### config.mk
export PLATFORM = sky130hd
export DESIGN_NAME = av2_dbf_edge_stream
export DESIGN_NICKNAME = d
export VERILOG_FILES = /design/src/rtl/av2_dbf_pkg.sv /design/src/rtl/av2_dbf_lane.sv /design/src/rtl/av2_dbf_edge_stream.sv
export SDC_FILE = /design/constraint.sdc
export NUM_CORES = 2
export LEC_CHECK = 0
export BUFFER_PORTS_ARGS = -buffer_cell sky130_fd_sc_hd__buf_2
export CAP_MARGIN = 20
export CORE_UTILIZATION = 64
export DETAILED_ROUTE_END_ITERATION = 12
export PLACE_DENSITY = 0.89
export RECOVER_POWER = 100
export SLEW_MARGIN = 20
export SYNTH_ARGS = -nofsm -noshare
export SYNTH_HDL_FRONTEND = slang
export SYNTH_HIERARCHICAL = 1
export SYNTH_SLANG_ARGS = --single-unit
### constraint.sdc
create_clock -name clk -period 8.39 [get_ports clk]
set_input_delay 1.2585 -clock clk [delete_from_list [all_inputs] [get_ports clk]]
set_output_delay 1.2585 -clock clk [all_outputs]
set_load 0.01 [all_outputs]
### src/rtl/av2_dbf_pkg.sv
// Shared types and helpers for the AV2 narrow deblocking edge filter.
// Holds the pipeline depth, the signed clamp and the threshold scaling.
package av2_dbf_pkg;

  localparam int DBF_PIPE_DEPTH = 3;
  localparam int DBF_W = 16;

  typedef logic signed [DBF_W-1:0] dbf_s_t;
  typedef logic [DBF_W-1:0] dbf_u_t;

  function automatic int dbf_idx(int lane, int tap, int bd);
    return (lane * 2 + tap) * bd;
  endfunction

  function automatic dbf_s_t dbf_clamp(dbf_s_t x, int bd);
    dbf_s_t hi;
    dbf_s_t lo;
    hi = dbf_s_t'((1 << (bd - 1)) - 1);
    lo = -hi - dbf_s_t'(1);
    if (x > hi) return hi;
    if (x < lo) return lo;
    return x;
  endfunction

  function automatic dbf_u_t dbf_scale(logic [7:0] t, int bd);
    return dbf_u_t'(t) << (bd - 8);
  endfunction

endpackage

### src/rtl/av2_dbf_lane.sv
// Single-lane filter4 datapath: S1 abs diffs, S2 mask/hev/f, S3 outputs.
// Data registers carry no reset; validity is tracked by the top level.
module av2_dbf_lane
  import av2_dbf_pkg::*;
#(
  parameter int BIT_DEPTH = 10
) (
  input  logic                 clk,
  input  logic                 en,
  input  logic [BIT_DEPTH-1:0] p0,
  input  logic [BIT_DEPTH-1:0] p1,
  input  logic [BIT_DEPTH-1:0] q0,
  input  logic [BIT_DEPTH-1:0] q1,
  input  dbf_u_t               lim,
  input  dbf_u_t               blim,
  input  dbf_u_t               thr,
  output logic                 mask,
  output logic [BIT_DEPTH-1:0] op0,
  output logic [BIT_DEPTH-1:0] op1,
  output logic [BIT_DEPTH-1:0] oq0,
  output logic [BIT_DEPTH-1:0] oq1
);

  typedef logic [BIT_DEPTH-1:0] smp_t;

  localparam dbf_s_t OFF = dbf_s_t'(1 << (BIT_DEPTH - 1));

  function automatic dbf_u_t adiff(smp_t a, smp_t b);
    return (a > b) ? dbf_u_t'(a - b) : dbf_u_t'(b - a);
  endfunction

  function automatic dbf_s_t sgn(smp_t a);
    return dbf_s_t'(a) - OFF;
  endfunction

  smp_t   s1_p0, s1_p1, s1_q0, s1_q1;
  dbf_u_t s1_dp, s1_dq, s1_d0, s1_d1;

  always_ff @(posedge clk) begin
    if (en) begin
      s1_p0 <= p0;
      s1_p1 <= p1;
      s1_q0 <= q0;
      s1_q1 <= q1;
      s1_dp <= adiff(p1, p0);
      s1_dq <= adiff(q1, q0);
      s1_d0 <= adiff(p0, q0);
      s1_d1 <= adiff(p1, q1);
    end
  end

  dbf_s_t ps0, ps1, qs0, qs1;
  dbf_s_t fa, fb;
  logic   mask_c, hev_c;

  always_comb begin
    ps0    = sgn(s1_p0);
    ps1    = sgn(s1_p1);
    qs0    = sgn(s1_q0);
    qs1    = sgn(s1_q1);
    mask_c = (s1_dp <= lim) && (s1_dq <= lim) &&
             (((s1_d0 << 1) + (s1_d1 >> 1)) <= blim);
    hev_c  = (s1_dp > thr) || (s1_dq > thr);
    fa     = hev_c ? dbf_clamp(ps1 - qs1, BIT_DEPTH) : '0;
    fb     = mask_c ?
             dbf_clamp(fa + (qs0 - ps0) * dbf_s_t'(3), BIT_DEPTH) : '0;
  end

  logic   s2_mask, s2_hev;
  dbf_s_t s2_f, s2_ps0, s2_ps1, s2_qs0, s2_qs1;

  always_ff @(posedge clk) begin
    if (en) begin
      s2_mask <= mask_c;
      s2_hev  <= hev_c;
      s2_f    <= fb;
      s2_ps0  <= ps0;
      s2_ps1  <= ps1;
      s2_qs0  <= qs0;
      s2_qs1  <= qs1;
    end
  end

  assign mask = s2_mask;

  dbf_s_t f1, f2, g;

  // mask=0 forces f=0, which makes f1, f2 and g all zero: bit-exact pass
  always_comb begin
    f1 = dbf_clamp(s2_f + dbf_s_t'(4), BIT_DEPTH) >>> 3;
    f2 = dbf_clamp(s2_f + dbf_s_t'(3), BIT_DEPTH) >>> 3;
    g  = s2_hev ? '0 : (f1 + dbf_s_t'(1)) >>> 1;
  end

  always_ff @(posedge clk) begin
    if (en) begin
      oq0 <= BIT_DEPTH'(dbf_clamp(s2_qs0 - f1, BIT_DEPTH) + OFF);
      op0 <= BIT_DEPTH'(dbf_clamp(s2_ps0 + f2, BIT_DEPTH) + OFF);
      oq1 <= BIT_DEPTH'(dbf_clamp(s2_qs1 - g, BIT_DEPTH) + OFF);
      op1 <= BIT_DEPTH'(dbf_clamp(s2_ps1 + g, BIT_DEPTH) + OFF);
    end
  end

endmodule

### src/rtl/av2_dbf_edge_stream.sv
// Streaming AV2 deblock edge filter: handshake, config latch, framing.
// Define AV2_DBF_STATS_EN to enable the per-segment mask_count counter.
module av2_dbf_edge_stream
  import av2_dbf_pkg::*;
#(
  parameter int LANES     = 4,
  parameter int BIT_DEPTH = 10
) (
  input  logic                         clk,
  input  logic                         rst,
  input  logic                         in_valid,
  output logic                         in_ready,
  input  logic                         in_first,
  input  logic                         in_last,
  input  logic [7:0]                   cfg_limit,
  input  logic [7:0]                   cfg_blimit,
  input  logic [7:0]                   cfg_thresh,
  input  logic [LANES*2*BIT_DEPTH-1:0] in_p,
  input  logic [LANES*2*BIT_DEPTH-1:0] in_q,
  output logic                         out_valid,
  input  logic                         out_ready,
  output logic [LANES*2*BIT_DEPTH-1:0] out_p,
  output logic [LANES*2*BIT_DEPTH-1:0] out_q,
  output logic                         out_last,
  output logic                         seg_done,
  output logic [31:0]                  mask_count
);

  localparam int D = DBF_PIPE_DEPTH;

  logic         stall, en, acc;
  logic [D-1:0] vld, lst;
  logic [7:0]   lim_q, blim_q, thr_q;
  logic [7:0]   lim_s, blim_s, thr_s;
  dbf_u_t       th_l, th_b, th_t;

  assign stall     = out_valid & ~out_ready;
  assign en        = ~stall;
  assign in_ready  = en;
  assign acc       = in_valid & in_ready;
  assign out_valid = vld[D-1];
  assign out_last  = lst[D-1];
  assign seg_done  = out_valid & out_ready & out_last;

  // a first beat is filtered with its own freshly presented config
  assign lim_s  = in_first ? cfg_limit  : lim_q;
  assign blim_s = in_first ? cfg_blimit : blim_q;
  assign thr_s  = in_first ? cfg_thresh : thr_q;

  always_ff @(posedge clk or posedge rst) begin
    if (rst) begin
      vld    <= '0;
      lst    <= '0;
      lim_q  <= '0;
      blim_q <= '0;
      thr_q  <= '0;
    end else begin
      if (en) begin
        vld <= {vld[D-2:0], acc};
        lst <= {lst[D-2:0], acc & in_last};
      end
      if (acc && in_first) begin
        lim_q  <= cfg_limit;
        blim_q <= cfg_blimit;
        thr_q  <= cfg_thresh;
      end
    end
  end

  always_ff @(posedge clk) begin
    if (en) begin
      th_l <= dbf_scale(lim_s, BIT_DEPTH);
      th_b <= dbf_scale(blim_s, BIT_DEPTH);
      th_t <= dbf_scale(thr_s, BIT_DEPTH);
    end
  end

`ifdef AV2_DBF_STATS_EN
  logic [LANES-1:0] lane_mask;
`endif

  for (genvar i = 0; i < LANES; i++) begin : g_lane
    av2_dbf_lane #(
      .BIT_DEPTH(BIT_DEPTH)
    ) u_lane (
      .clk (clk),
      .en  (en),
      .p0  (in_p[dbf_idx(i, 0, BIT_DEPTH) +: BIT_DEPTH]),
      .p1  (in_p[dbf_idx(i, 1, BIT_DEPTH) +: BIT_DEPTH]),
      .q0  (in_q[dbf_idx(i, 0, BIT_DEPTH) +: BIT_DEPTH]),
      .q1  (in_q[dbf_idx(i, 1, BIT_DEPTH) +: BIT_DEPTH]),
      .lim (th_l),
      .blim(th_b),
      .thr (th_t),
`ifdef AV2_DBF_STATS_EN
      .mask(lane_mask[i]),
`else
      .mask(),
`endif
      .op0 (out_p[dbf_idx(i, 0, BIT_DEPTH) +: BIT_DEPTH]),
      .op1 (out_p[dbf_idx(i, 1, BIT_DEPTH) +: BIT_DEPTH]),
      .oq0 (out_q[dbf_idx(i, 0, BIT_DEPTH) +: BIT_DEPTH]),
      .oq1 (out_q[dbf_idx(i, 1, BIT_DEPTH) +: BIT_DEPTH])
    );
  end

`ifdef AV2_DBF_STATS_EN
  logic [1:0]  fst;
  logic [31:0] pop;
  logic [32:0] sum;

  always_comb begin
    pop = '0;
    for (int i = 0; i < LANES; i++) begin
      pop = pop + {31'b0, lane_mask[i]};
    end
    sum = {1'b0, mask_count} + {1'b0, pop};
  end

  // counts beats leaving S2; a first beat restarts the count
  always_ff @(posedge clk or posedge rst) begin
    if (rst) begin
      fst        <= '0;
      mask_count <= '0;
    end else if (en) begin
      fst <= {fst[0], acc & in_first};
      if (vld[1]) begin
        mask_count <= fst[1] ? pop : (sum[32] ? '1 : sum[31:0]);
      end
    end
  end
`else
  assign mask_count = '0;
`endif

endmodule
After elaboration in Yosys (flattened, before gate mapping)
Cells that the tools add are included.

$add $sub $neg: 108. Multipliers: 4. Magnitude comparators: 100. Multiplexer cells: 299. Bitwise gates (word level): 7. Reduce and logical (&&, ||, !) cells: 13.

Operator list (count): $mux 16 (80); $mux 10 (80); $gt 16x10->1 const B (32); $lt 16x10->1 const B (32); $sub 10x10->11 (32); $le 16x10->1 (12); $sub 16x16->16 (12); $sub 10x10->11 const B (16); $add 10x10->10 const B (16); $gt 10x10->1 (16); $add 16x16->16 (8); $gt 16x10->1 (8); $mux 1 (128); $mux 15 (8); $add 16x13->16 (4); $add 16x15->16 (4); $add 16x3->16 const B (4); $add 16x4->16 const B (4); $mul 16x3->16 const B (4); $sub 16x13->16 (4); $add 13x2->14 const B (4); $mux 8 (3); $logic_and 1x1->1 (9); $and 1x1->1 (5); 2 further kinds (6).

Flip-flop bits (word level): 950. Output and inout port bits: 196.

Depth between registers and ports, before layout
Word-level depth: 18. Depth in mapped cells: 34.

Hierarchy
The synthesis kept the hierarchy.

By module, submodules not included: av2_dbf_lane (g_lane[3].u_lane) (times used 1, cells an instance 1921, area an instance 17957.2 um^2); av2_dbf_lane (g_lane[2].u_lane) (times used 1, cells an instance 1910, area an instance 17900.9 um^2); av2_dbf_lane (g_lane[1].u_lane) (times used 1, cells an instance 1907, area an instance 17827.1 um^2); av2_dbf_lane (g_lane[0].u_lane) (times used 1, cells an instance 1839, area an instance 17386.7 um^2); av2_dbf_edge_stream (times used 1, cells an instance 155, area an instance 2518.7 um^2).

Least setup slack after synthesis
No wires, ideal clock.

Kind: register -> register. From: register g_lane[2].u_lane.s1_p1[0]. To: register g_lane[2].u_lane.s2_f[10], data pin. Data arrival time: 6.472 ns. Path slack: 1.648 ns. Cell stages (with the launch flop): 34. Path buffers: 2. Clock period less this slack: 6.742 ns. Path through: edfxtp_1 > inv_1 > ha_1 > inv_1 > fa_1 > a21o_1 > a21oi_1 > nor2b_1 > o31a_1 > nor2_1 > o21ba_2 > nand2b_1 > a22oi_1 > ha_1 > buf_1 > inv_1 > a21o_1 > and2_1 > ha_1 > ha_1 > fa_1 > a21o_1 > a211oi_1 > nor2_1 > nor2_1 > o21bai_1 > a21oi_1 > xor2_1 > or4b_1 > or4_1 > ha_1 > inv_1 > clkbuf_1 > a21oi_1.

Longest elaborated chain between the ends: 14. Elaborated cells between the ends (all ways): 20. Classes of those cells: add/sub (3); order compare (4); mux (13).

Ends and longest elaborated chain: start, declared (line av2_dbf_lane.sv:36) `smp_t s1_p0, s1_p1, s1_q0, s1_q1;`; start signal, assigned (line av2_dbf_lane.sv:42) `s1_p1 <= p1;`; $sub 10x10->11 * (line av2_dbf_lane.sv:33) `return dbf_s_t'(a) - OFF;`; $sub 16x16->16 * (line av2_dbf_lane.sv:64) `fa = hev_c ? dbf_clamp(ps1 - qs1, BIT_DEPTH) : '0;`; $lt 16x10->1 (line av2_dbf_pkg.sv:21) `if (x < lo) return lo;`; $mux 1 (2 in series) (line av2_dbf_pkg.sv:21); $mux 16 (line av2_dbf_pkg.sv:22) `return x;`; $mux 16 * (line av2_dbf_pkg.sv:21); $mux 16 * (line av2_dbf_lane.sv:64); $add 16x16->16 * (line av2_dbf_lane.sv:66) `dbf_clamp(fa + (qs0 - ps0) * dbf_s_t'(3), BIT_DEPTH) : '0;`; $lt 16x10->1 (line av2_dbf_pkg.sv:21); $mux 1 (2 in series) (line av2_dbf_pkg.sv:21); $mux 16 (line av2_dbf_pkg.sv:22); $mux 16 * (line av2_dbf_pkg.sv:21); end signal, assigned (line av2_dbf_lane.sv:76) `s2_f <= fb;`; end, declared (line av2_dbf_lane.sv:70) `dbf_s_t s2_f, s2_ps0, s2_ps1, s2_qs0, s2_qs1;`.

Every way passes the cells marked *; elsewhere a longest branch is shown, timed or not. The select of a mux whose other input is x is not followed. A chain may end at the register's enable or synchronous reset.

Worst setup path after layout
From: register g_lane[1].u_lane.s1_q1[1]. To: register g_lane[1].u_lane.s2_f[8], data pin.

Longest elaborated chain between the ends: 14. Elaborated cells between the ends (all ways): 20. Classes of those cells: add/sub (3); order compare (4); mux (13).

Ends and longest elaborated chain: start, declared (line av2_dbf_lane.sv:36); start signal, assigned (line av2_dbf_lane.sv:44) `s1_q1 <= q1;`; $sub 10x10->11 * (line av2_dbf_lane.sv:33); $sub 16x16->16 * (line av2_dbf_lane.sv:64); $lt 16x10->1 (line av2_dbf_pkg.sv:21); $mux 1 (2 in series) (line av2_dbf_pkg.sv:21); $mux 16 (line av2_dbf_pkg.sv:22); $mux 16 * (line av2_dbf_pkg.sv:21); $mux 16 * (line av2_dbf_lane.sv:64); $add 16x16->16 * (line av2_dbf_lane.sv:66); $lt 16x10->1 (line av2_dbf_pkg.sv:21); $mux 1 (2 in series) (line av2_dbf_pkg.sv:21); $mux 16 (line av2_dbf_pkg.sv:22); $mux 16 * (line av2_dbf_pkg.sv:21); end signal, assigned (line av2_dbf_lane.sv:76); end, declared (line av2_dbf_lane.sv:70).

Marked as above.

==> summary.txt <==
Status
  – Status: finished with violations
  – Failing checks: capacitance limit, slew limit

Job
  – Max Cap Viol: 11

Floorplan
  – Std-Cell Rows: 123
  – Core Region: 0.1131 sq mm
  – # IOs: 386
  – Die width: 340.8 um
  – DIE HEIGHT: 340.8 um
  – Starting Density: 64.94%
  – Die Area: 0.1161 sq mm

Drt
  – ANT nets after route: 0
  – Drt first pass iters: 7
  – DRC violations left: 0
  – Avg Vias per Cell: 6.241
  – Number of DRC markers in iteration 0: 5428
  – Via count: 60.56k
  – Detailed Route WL: 199.8 mm
  – Routed len/inst: 20.59 um

Critical path
  – Crit path capture type: flip-flop
  – Crit path launch type: flip-flop
  – Crit Path Max Fanout: 10
  – Worst Path Arrival: 8.15 ns
  – WS Path Type: flip-flop to flip-flop
  – WP data required: 8.80 ns

CTS
  – CTS max path bufs: 3
  – CTS tree: done
  – Post-CTS setup buffers: 0
  – Clock sinks: 774
  – Clock latency on the worst-skew pair: 0.70 ns
  – PostCTS Resize Cnt: 0
  – Cts hold-fix bufs: 0
  – Htree depth: 3
  – CTS buffer count: 90
  – CTS root buf: clkbuf_16
  – Reg clk slew, reported paths: 0.06 ns

Hold path
  – Worst min-delay path class: flip-flop to flip-flop

Placed design
  – Gpl congestion: 0.9932
  – HPWL Detailed: 159.4 mm
  – Number of port buffers: 353
  – Inst Count DP: 9532

Yosys
  – Yosys warns: 6
  – Post-synthesis instance total: 7725
  – Syn Area/Cell: 9.509 sq um
  – Mapped Area: 0.07346 sq mm

STA
  – F_max: 0.1291 GHz
  – Unrepaired setup endpoints after global routing: no
  – Max transition margin: -177.9%
  – # setup viols final: 0
  – Minimum clock period: 7.745 ns
  – Hold WS: 0.4445 ns
  – Final Cycle Share: 92.31%
  – Setup clock skew after layout: 0.04870 ns
  – Setup tns final: 0 ns
  – Least-Margin Pin Slew: 4.169 ns
  – Final Hold Fails: 0
  – Pins Over Slew Limit: 491

Global route
  – Initial antenna violation count: 8
  – GRT Total Usage: 33.52%
  – First-pass GRT wire length: 310.8 mm
  – Largest net degree at the start of global routing: 168
  – Remaining Overflow, GRT: 0
  – Number of global-route vias before repair: 58.21k

Pwr
  – Maximum VDD drop: 0.3137 mV
  – PD cells: 389.6 mW/mm^2
  – Static leakage: 35.12 nW

Final layout
  – Share of cells above drive strength 1: 4.122%
  – Layout Cells excl Fill: 9703
  – P&R area growth vs syn: 7.716%
  – Final net count: 9534
==> flip-flops by register name (all words and copies together), names as in the netlist, 40 cells and up <==
name	count
g_lane.u_lane/s2_qs1	40
g_lane.u_lane/op0	40
g_lane.u_lane/s1_dp	44
g_lane.u_lane/s1_q0	40
g_lane.u_lane/s1_p0	40
g_lane.u_lane/s1_d0	44
g_lane.u_lane/s1_dq	44
g_lane.u_lane/s1_d1	40
g_lane.u_lane/s2_ps1	40
g_lane.u_lane/s1_p1	40
g_lane.u_lane/s1_q1	40
g_lane.u_lane/s2_f	64
g_lane.u_lane/oq0	40
g_lane.u_lane/s2_ps0	40
g_lane.u_lane/s2_qs0	40
g_lane.u_lane/oq1	40
g_lane.u_lane/op1	40
==> routing by layer <==
| metal | vias up | track usage [%] | share of wire [%] |
|---|---|---|---|
| li1 | 28738 | - | - |
| met3 | 463 | 3.994 | 8.2 |
| met5 | - | 0 | 0.020 |
| met4 | 6 | 13.14 | 4.0 |
| met1 | 28696 | 45.01 | 42 |
| met2 | 2654 | 55.27 | 46 |
==> area by class of cell <==
class,instances,area [sq um]
flip-flops and latches,774,23090
well taps,1500,1877
fillers,8689,33990
diodes,4,10.01
multi-input cells,5991,46270
clock inverters,69,724.4
clock buffers,98,2303
inverters,894,3356
repair buffers,373,1491
==> through the flow <==
stage          util [%]  instance area [sq um]  power [mW]  setup slack [ns]
2_1_floorplan         -                  73970       21.64             1.648
3_3_place_gp      67.89                  76790       25.56             1.382
3_5_place_dp      67.89                  76790       26.39             1.003
4_1_cts           70.56                  79820       30.69            0.8733
5_1_grt           69.95                  79120       33.25            0.1320
6_report          69.95                  79130       30.83            0.6449
==> placed cells by master (no fill, tap or decap), types with 53 or more instances in the layout <==
cell	n
nor2b_1	153
conb_1	136
edfxtp_1	744
clkbuf_16	91
nand4_1	130
fa_1	104
ha_1	1116
nor3_1	131
or3_1	53
nand2_1	363
nor2_1	420
o21ai_0	465
a211oi_1	85
o21bai_1	74
inv_1	888
mux2i_1	94
nand2b_1	146
a21o_1	300
a21oi_1	529
nand3_1	119
o21a_1	130
clkbuf_1	343
xor2_1	200
a31oi_1	69
xnor2_1	309
==> where the power goes <==
part / switching, mW / internal, mW
clock: 1.74 / 2.30
sequential: 0.911 / 6.00
combinational: 12.0 / 7.92
total: 14.6 / 16.2
==> critical path, stage by stage, from the launching register on <==
cell and delay, ns:
edfxtp_1 0.41, inv_1 0.12, ha_1 0.24, nor2b_1 0.13, o21ai_0 0.30, a21oi_1 0.15
o41ai_1 0.47, o21ai_0 0.36, or2_0 0.33, mux2_2 0.29, ha_1 0.44, nand2b_1 0.22
a21oi_1 0.22, fa_1 0.51, fa_1 0.49, a21o_1 0.23, a221oi_1 0.36, nor2_1 0.18
o31ai_1 0.35, a21boi_0 0.29, nand4b_1 0.14, or4_1 0.44, ha_1 0.33, inv_1 0.10
nand2b_1 0.22, o21ai_0 0.15
==> path summary, 6_finish.rpt <==
path	depth (start not counted)	end	start	slack, ns
worst max-delay path	25	g_lane[1].u_lane/s2_f[8]	g_lane[1].u_lane/s1_q1[1]	0.64
worst min-delay path	0	g_lane[3].u_lane/s2_qs1[6]	g_lane[3].u_lane/s1_q1[6]	0.44
worst max register to register	25	g_lane[1].u_lane/s2_f[8]	g_lane[1].u_lane/s1_q1[1]	0.64
worst min register to register	0	g_lane[3].u_lane/s2_qs1[6]	g_lane[3].u_lane/s1_q1[6]	0.44
max in group asynchronous	3	blim_q[4]	rst	5.78
min in group asynchronous	3	vld[2]	rst	1.36
Note: power is estimated with default switching activity, not from simulation.
